$ cat config.mk
export PLATFORM = sky130hd
export DESIGN_NAME = button_events
export DESIGN_NICKNAME = d
export VERILOG_FILES = /design/src/rtl/button_events.sv
export SDC_FILE = /design/constraint.sdc
export NUM_CORES = 1
export LEC_CHECK = 0
export BUFFER_PORTS_ARGS = -buffer_cell sky130_fd_sc_hd__clkbuf_2
export CORE_MARGIN = 2
export CORE_UTILIZATION = 55
export DETAILED_ROUTE_END_ITERATION = 7
export GPL_TIMING_DRIVEN = 0
export PLACE_DENSITY = 0.73
export SYNTH_ARGS = -nofsm -noshare
export SYNTH_HDL_FRONTEND = slang
export SYNTH_SLANG_ARGS = --single-unit
$ cat constraint.sdc
create_clock -name clk -period 2.05 [get_ports clk]
set_input_delay 0.1025 -clock clk [delete_from_list [all_inputs] [get_ports clk]]
set_output_delay 0.1025 -clock clk [all_outputs]
set_load 0.02 [all_outputs]
$ cat src/rtl/button_events.sv
// -----------------------------------------------------------------------------
// button_events
//
// Turns a debounced push-button level into discrete gesture events: press,
// release, single click, double click, long press, plus a "held" level while
// a long press is being held down.
//
// Optional feature macro: BUTTON_EVENTS_DCLICK_EN
//   defined   - a short release opens a DCLICK_CYCLES window in which a second
//               press turns the gesture into a double click.
//   undefined - every short press completes as a click on its release edge and
//               dclick is tied to 0.
//
// Parameters
//   LONG_CYCLES   hold time (clk cycles) that turns a press into a long press
//   DCLICK_CYCLES window (clk cycles) after a short release for a second press
//
// Ports
//   clk          in   system clock, rising edge
//   rstn         in   asynchronous active-low reset
//   sw_in        in   debounced switch level, 1 = pressed, synchronous to clk
//   press        out  one-cycle pulse on each accepted press
//   release_evt  out  one-cycle pulse on each accepted release
//   click        out  one-cycle pulse for a completed single short click
//   dclick       out  one-cycle pulse for a completed double click
//   long_press   out  one-cycle pulse when a hold reaches LONG_CYCLES
//   held         out  level, 1 while a long press is being held
// -----------------------------------------------------------------------------
module button_events #(
    parameter int unsigned LONG_CYCLES   = 12000000,
    parameter int unsigned DCLICK_CYCLES = 3600000
) (
    input  logic clk,
    input  logic rstn,
    input  logic sw_in,
    output logic press,
    output logic release_evt,
    output logic click,
    output logic dclick,
    output logic long_press,
    output logic held
);

    localparam int unsigned TIMER_W = 24;

    if (LONG_CYCLES < 2 || LONG_CYCLES > 24'hFFFFFF) begin : g_bad_long
        $error("button_events: LONG_CYCLES out of range 2..2^24-1");
    end
    if (DCLICK_CYCLES < 2 || DCLICK_CYCLES > 24'hFFFFFF) begin : g_bad_dclick
        $error("button_events: DCLICK_CYCLES out of range 2..2^24-1");
    end

    localparam logic [TIMER_W-1:0] LONG_LAST = TIMER_W'(LONG_CYCLES - 1);

    typedef enum logic [2:0] {
        S_IDLE,
        S_PRESS,
        S_HOLD
`ifdef BUTTON_EVENTS_DCLICK_EN
        ,
        S_WAIT2,
        S_PRESS2
`endif
    } state_t;

    state_t               state_q, state_d;
    logic [TIMER_W-1:0]   timer_q;
    logic                 sw_q;
    logic                 rise, fall;
    logic                 press_d, release_d, click_d, long_d;

    assign rise = sw_in & ~sw_q;
    assign fall = ~sw_in & sw_q;

`ifdef BUTTON_EVENTS_DCLICK_EN
    localparam logic [TIMER_W-1:0] DCLICK_LAST = TIMER_W'(DCLICK_CYCLES - 1);
    logic dclick_d;
`endif

    // Next-state and event decode. A fall always takes priority over a
    // long-press expiry, and a rise over a window expiry, so the edges the
    // user actually produced are never lost to a coincident timeout.
    always_comb begin
        state_d   = state_q;
        press_d   = 1'b0;
        release_d = 1'b0;
        click_d   = 1'b0;
        long_d    = 1'b0;
`ifdef BUTTON_EVENTS_DCLICK_EN
        dclick_d  = 1'b0;
`endif
        case (state_q)
            S_IDLE: begin
                if (rise) begin
                    state_d = S_PRESS;
                    press_d = 1'b1;
                end
            end
            S_PRESS: begin
                if (fall) begin
                    release_d = 1'b1;
`ifdef BUTTON_EVENTS_DCLICK_EN
                    state_d   = S_WAIT2;
`else
                    state_d   = S_IDLE;
                    click_d   = 1'b1;
`endif
                end else if (sw_in && timer_q == LONG_LAST) begin
                    state_d = S_HOLD;
                    long_d  = 1'b1;
                end
            end
            S_HOLD: begin
                if (fall) begin
                    state_d   = S_IDLE;
                    release_d = 1'b1;
                end
            end
`ifdef BUTTON_EVENTS_DCLICK_EN
            S_WAIT2: begin
                if (rise) begin
                    state_d = S_PRESS2;
                    press_d = 1'b1;
                end else if (timer_q == DCLICK_LAST) begin
                    state_d = S_IDLE;
                    click_d = 1'b1;
                end
            end
            S_PRESS2: begin
                if (fall) begin
                    state_d   = S_IDLE;
                    release_d = 1'b1;
                    dclick_d  = 1'b1;
                end else if (sw_in && timer_q == LONG_LAST) begin
                    // Holding the second press turns it into a long press;
                    // the click owed for the first press is dropped.
                    state_d = S_HOLD;
                    long_d  = 1'b1;
                end
            end
`endif
            default: state_d = S_IDLE;
        endcase
    end

    // Timer restarts on every state change and otherwise counts up,
    // saturating so a long stay in IDLE or HOLD can never wrap it.
    always_ff @(posedge clk or negedge rstn) begin
        if (!rstn) begin
            state_q     <= S_IDLE;
            timer_q     <= '0;
            sw_q        <= 1'b0;
            press       <= 1'b0;
            release_evt <= 1'b0;
            click       <= 1'b0;
            long_press  <= 1'b0;
            held        <= 1'b0;
        end else begin
            state_q     <= state_d;
            sw_q        <= sw_in;
            press       <= press_d;
            release_evt <= release_d;
            click       <= click_d;
            long_press  <= long_d;
            held        <= (state_d == S_HOLD);
            if (state_d != state_q) begin
                timer_q <= '0;
            end else if (timer_q != '1) begin
                timer_q <= timer_q + 1'b1;
            end
        end
    end

`ifdef BUTTON_EVENTS_DCLICK_EN
    always_ff @(posedge clk or negedge rstn) begin
        if (!rstn) begin
            dclick <= 1'b0;
        end else begin
            dclick <= dclick_d;
        end
    end
`else
    assign dclick = 1'b0;
`endif

endmodule

==> impl_metrics.csv, run 1 <==
group,metric,value,unit
status,status,"finished clean",
drt,vias,1417,
critical_path,reg2reg_slack,0.03,ns
grt,grt-ovfl-total,0,
synth,synth_ff_type,"dfrtp_1",
critical_path,reg2reg_to,"timer_q[1]",
synth,ys_ff_latch,33,
clocking,clk_latency,0.34,ns
synth,yosys-top-cells-count,"dfrtp_1 (33), nor2_1 (27), xnor2_1 (13)",
grt,grt_pass1_wl,6010,um
sta,finalHoldViolCount,0,
min_path,min_path_type,"in2async",
clocking,cts_tree,"built",
critical_path,worst_path_max_delay_cell,"dfrtp_1",
sta,rsz0062_at_grt,"yes",
synth,synth_top_area_frac,0.469,
critical_path,slowest_delay,0.43,ns
floorplanning,dieArea,3670,sq um
synth,avgSynthCellArea,9.73,sq um
synth,yosysSeqAreaShare,0.469,
power_and_ir_drop,ir_worst_vdd,0.000286,V
critical_path,cp_cell_sequence,"ha_4, nand4_1, or3_1, buf_2, nor3_4, mux2i_1, nor2_1",
critical_path,path_max_fanout,8,
cells_and_area,syn_to_final_growth,13.9,%
synth,synth_area,1760,sq um
synth,yosysWarnings,0,
sta,finalSetupViolCount,0,
power_and_ir_drop,p_leak,0.783,nW
sta,worst_pin_slew,0.784,ns
sta,fin_worst_skew,0.0115,ns
cells_and_area,n_antenna_cell,0,
critical_path,r2r_start,"timer_q[1]",
power_and_ir_drop,power_density,545,nW/um^2
grt,antenna_found_initial,0,
clocking,numClockSinks,33,
synth,yosysUniqueCellTypes,41,
clocking,path_clk_slew,0.11,ns
synth,synth_edf_count,0,
critical_path,reg2regPathDepth,7,
clocking,numCtsBuffers,5,
clocking,ctsHtreeMaxLevel,2,
critical_path,crit_start,"timer_q[1]",
grt,use_met3,0.0661,
synth,synthArstFlopShare,1.00,
synth,yosys.area.top_type,"dfrtp_1",
drt,wl_per_cell,14.1,um
grt,grtUsageTotal,0.226,
critical_path,path_class,"reg2reg",
sta,final.period_utilization,0.985,
floorplanning,initial_core_util,0.577,
sta,min_period,2.02,ns
place,dpl.hpwl,2460,um
cells_and_area,fillers,252,
sta,fmax,495,MHz
drt,vias_per_cell,5.71,
critical_path,cp-endpoint,"timer_q[1]",
drt,drtIter0Drc,99,
job,maxCapViolCount,0,
floorplanning,die_x,60.6,um
cells_and_area,final_util,0.657,
grt,grt_max_degree,34,
drt,remaining_drc_errors,0,
drt,ant_nets,0,
synth,synth_most_common_cell,"dfrtp_1",
cells_and_area,layout.cells.non_filler,248,
sta,slew_headroom,0.478,
grt,grt_pass1_vias,1348,
synth,synth_area_leaders,"dfrtp_1 (47%), xnor2_1 (6.5%), nor2_1 (5.8%)",
critical_path,crit_path_start_kind,"flip-flop",
critical_path,critPathRequiredTime,2.29,ns
place,io_buffers,7,
cells_and_area,drive_above_1_share,0.196,
drt,wirelength,3500,um
floorplanning,dieHeight,60.6,um
drt,dr.pass1.iters,4,
sta,drv_slew,0,
synth,syn-instance-count,181,
place,place_inst,233,
cells_and_area,fin_nets,207,
critical_path,cp.arrival,2.26,ns
floorplanning,boundaryPins,9,
grt,use_met2,0.356,
sta,setup-tns-final,0,ns
floorplanning,core,3050,sq um
clocking,cts_buffer_depth,2,
grt,busiest_layer,"met2",
grt,met1_usage,0.286,
clocking,clock-root-buffer,"clkbuf_4",
critical_path,endpoint_kind,"flip-flop",
floorplanning,rows,20,
place,gp_congestion,0.837,
==> how the worst min path moves through the flow <==
stage / endpoint / depth (start not counted)
after floorplan: click / 0
after global placement: long_press / 1
after detailed placement: click / 1
after CTS: click / 2
after global routing: click / 2
final: click / 2
==> cell type report <==
cell class	instances	area (sq um)	share of cell area
Timing Repair Buffer	14	92.6	0.0462
Inverter	5	18.8	0.00936
Multi-Input combinational cell	138	921	0.459
Buffer	6	36.3	0.0181
Tap cell	44	55.1	0.0274
Clock buffer	5	37.5	0.0187
Sequential cell	33	827	0.412
Clock inverter	3	17.5	0.00873
==> state kept, by name (all words and copies together), names as in the netlist <==
| signal | flops |
|---|---|
| sw_q | 1 |
| held | 1 |
| release_evt | 1 |
| state_q | 3 |
| press | 1 |
| timer_q | 24 |
| long_press | 1 |
| click | 1 |
==> power by group <==
group	total, W	internal (W)	switching (W)	leakage, nW
Combinational	0.0000709	0.0000270	0.0000439	0.300
Clock	0.000354	0.000129	0.000225	0.0310
Sequential	0.000668	0.000659	0.00000893	0.452
Total	0.00109	0.000815	0.000278	0.783
==> worst max-delay path: cells and delay by family, from the launching register on <==
family	cells	cell delay (ns)
flops	1	0.43
mux	1	0.23
buf+inv	1	0.17
fa+ha+maj	1	0.17
simple gates	4	0.93
==> cells by family after synthesis <==
| family | after synthesis | share of synthesized area |
|---|---|---|
| compound gates | 25 | 0.103 |
| xor+xnor | 17 | 0.0846 |
| fa+ha+maj | 1 | 0.00711 |
| buf+inv | 11 | 0.0284 |
| flops | 33 | 0.469 |
| mux | 2 | 0.0114 |
| other cells | 1 | 0.00213 |
| simple gates | 91 | 0.294 |
==> routing by layer <==
metal / wire [um] / up-vias
met2: 1740 / 33
li1: - / 697
met4: 47 / 0
met3: 151 / 5
met1: 1570 / 682
met5: 0 / -
==> stage by stage <==
step	instance area, sq um	worst slack, ns	hold slack, ns	power, W
2_1_floorplan	1760	0.305	-0.193	0.000714
3_3_place_gp	1850	0.114	0.216	0.000738
3_5_place_dp	1850	0.0626	0.228	0.000741
4_1_cts	1930	0.0444	0.382	0.00110
5_1_grt	2010	-0.0783	0.447	0.00116
6_report	2010	0.0307	0.363	0.00109
==> cell usage in the layout (no fill, tap or decap), drive strengths merged <==
master,count
xnor2,13
nand2,8
nor3b,2
a211o,2
o211ai,1
or4,2
dlygate4sd3,2
a211oi,8
inv,5
dfrtp,33
and3,2
nand2b,1
conb,2
nor4bb,1
clkinv,2
xor2,4
o21ai,3
or2,1
ha,1
nand3,12
clkbuf,15
mux2i,2
and3b,1
o2111ai,1
nor2,28
nor4b,2
buf,8
nand4,7
clkinvlp,1
and4,2
o31ai,3
a21oi,7
nor4,8
or3,7
nor3,7
==> repair_timing <==
action / CTS / global route
endpoints found under the hold margin: 34 / 0
resized for setup: 0 / 8
buffers inserted: 0 / 5
hold buffers: 2 / 0
setup endpoints to repair: 0 / 24
No activity file was read; power rests on OpenSTA's default activity.
==> run 2, diff against run 1 <==
--- a/config.mk
+++ b/config.mk
@@ -10,7 +10,7 @@
 export CORE_UTILIZATION = 55
 export DETAILED_ROUTE_END_ITERATION = 7
 export GPL_TIMING_DRIVEN = 0
-export PLACE_DENSITY = 0.73
+export PLACE_DENSITY = 0.7
 export SYNTH_ARGS = -nofsm -noshare
 export SYNTH_HDL_FRONTEND = slang
 export SYNTH_SLANG_ARGS = --single-unit
==> impl_metrics.csv, run 2 (synthesis gave the netlist of run 1 again) <==
group,metric,value,unit
power_and_ir_drop,ir_worst_vdd,0.000352,V
place,place_inst,233,
clocking,path_clk_slew,0.10,ns
grt,grt-ovfl-total,0,
sta,finalSetupViolCount,0,
floorplanning,dieHeight,60.6,um
place,dpl.hpwl,2530,um
critical_path,worst_path_max_delay_cell,"dfrtp_1",
critical_path,r2r_start,"timer_q[1]",
drt,ant_nets,0,
clocking,clock-root-buffer,"clkbuf_4",
critical_path,path_class,"reg2reg",
cells_and_area,final_cell_mix,"dfrtp_1 (32), nor2_1 (27), xnor2_1 (13)",
cells_and_area,n_antenna_cell,0,
cells_and_area,drive_above_1_share,0.184,
cells_and_area,reg.largest.list,"timer_q x24, state_q x3",
clocking,cts_buffer_depth,2,
critical_path,reg2reg_slack,0.05,ns
min_path,min_path_type,"in2async",
grt,grt_pass1_vias,1362,
clocking,ctsHtreeMaxLevel,2,
sta,fin_worst_skew,0.0120,ns
grt,met1_usage,0.282,
sta,fmax,499,MHz
clocking,cts_tree,"built",
critical_path,crit_path_start_kind,"flip-flop",
critical_path,crit_family,"simple AND/OR/NAND/NOR gates",
critical_path,crit_start,"timer_q[1]",
critical_path,path_depth,8,
floorplanning,core,3050,sq um
cells_and_area,layout.cells.non_filler,245,
sta,drv_slew,0,
clocking,clk_latency,0.34,ns
cells_and_area,syn_to_final_growth,14.4,%
place,gp_congestion,0.817,
cells_and_area,fin_nets,204,
cells_and_area,final_common_cell,"dfrtp_1",
drt,vias,1417,
floorplanning,initial_core_util,0.577,
drt,wl_per_cell,14.8,um
drt,dr.pass1.iters,4,
sta,setup-tns-final,0,ns
critical_path,cp.arrival,2.24,ns
cells_and_area,largest_reg_flops,24,
sta,final.period_utilization,0.977,
drt,drtIter0Drc,72,
critical_path,slowest_delay,0.41,ns
critical_path,reg2regPathDepth,8,
clocking,numClockSinks,33,
critical_path,cp-endpoint,"timer_q[1]",
floorplanning,die_x,60.6,um
sta,finalHoldViolCount,0,
sta,min_period,2.00,ns
drt,vias_per_cell,5.78,
grt,grt_max_degree,34,
grt,grtUsageTotal,0.228,
drt,wirelength,3620,um
grt,antenna_found_initial,0,
critical_path,reg2reg_to,"timer_q[1]",
power_and_ir_drop,power_density,620,nW/um^2
sta,slew_headroom,0.484,
grt,use_met2,0.379,
cells_and_area,largest_register,"timer_q",
place,io_buffers,7,
critical_path,critical_path.n_buffers_inverters,2,
sta,rsz0062_at_grt,"yes",
clocking,numCtsBuffers,5,
drt,remaining_drc_errors,0,
floorplanning,boundaryPins,9,
sta,worst_pin_slew,0.773,ns
critical_path,critPathRequiredTime,2.29,ns
critical_path,cp_cell_sequence,"ha_2, nand4_1, or3_1, buf_2, nor3_4, buf_6, mux2i_1, nor2_1",
floorplanning,dieArea,3670,sq um
grt,busiest_layer,"met2",
floorplanning,rows,20,
critical_path,path_max_fanout,8,
power_and_ir_drop,p_leak,0.801,nW
critical_path,endpoint_kind,"flip-flop",
grt,use_met3,0.0661,
job,maxCapViolCount,0,
grt,grt_pass1_wl,6110,um
status,status,"finished clean",
-- run 2: how the worst min path moves through the flow --
stage	startpoint	to	cells past startpoint
global placement	rstn	click	1
floorplan	rstn	click	0
global route	rstn	state_q[0]	2
finish	rstn	click	2
detailed placement	rstn	state_q[0]	1
CTS	rstn	timer_q[2]	2
-- run 2: through the flow --
| step | util | hold slack (ns) | total power (W) | cell area, sq um | setup WS [ns] |
|---|---|---|---|---|---|
| 6_report | 0.660 | 0.366 | 0.00125 | 2010 | 0.0468 |
| 5_1_grt | 0.660 | 0.432 | 0.00130 | 2010 | -0.0325 |
| 4_1_cts | 0.643 | 0.388 | 0.00126 | 1960 | 0.0416 |
| 3_5_place_dp | 0.607 | 0.228 | 0.000742 | 1850 | 0.0620 |
| 3_3_place_gp | 0.607 | 0.214 | 0.000738 | 1850 | 0.110 |
| 2_1_floorplan | - | -0.193 | 0.000714 | 1760 | 0.305 |
-- run 2: routing by layer --
| layer | wire (um) | vias up | share of wire |
|---|---|---|---|
| met5 | 0 | - | 0 |
| met4 | 54 | 0 | 0.015 |
| met3 | 123 | 5 | 0.034 |
| met2 | 1820 | 19 | 0.50 |
| met1 | 1620 | 698 | 0.45 |
| li1 | - | 695 | - |
-- run 2: worst register-to-register path, delay by kind of cell (launching register included) --
kind,cells,cell delay [ns]
AND/OR/NAND/NOR,4,0.74
multiplexers,1,0.21
adder cells (fa/ha/maj),1,0.22
buffers and inverters,2,0.32
flip-flops,1,0.41
-- run 2: final cells by class --
cell class	instances	area (sq um)
Fill cell	271	1040
Clock buffer	6	51.3
Sequential cell	33	827
Multi-Input combinational cell	138	915
Clock inverter	2	37.5
Timing Repair Buffer	11	73.8
Buffer	6	36.3
Inverter	5	18.8
Tap cell	44	55.1
-- run 2: report_power, final --
group	leakage (nW)	internal, W	total (W)	switching (W)
registers	0.452	0.000659	0.000667	0.00000799
logic	0.304	0.0000239	0.0000689	0.0000450
clock network	0.0445	0.000290	0.000512	0.000223
total	0.801	0.000973	0.00125	0.000276
-- run 2: what timing repair did --
item | 4_1_cts | 5_1_grt
gates resized for setup | 0 | 9
hold buffers | 2 | 0
endpoints found under the setup margin | 0 | 25
buffers inserted | 0 | 2
endpoints found under the hold margin | 34 | 0
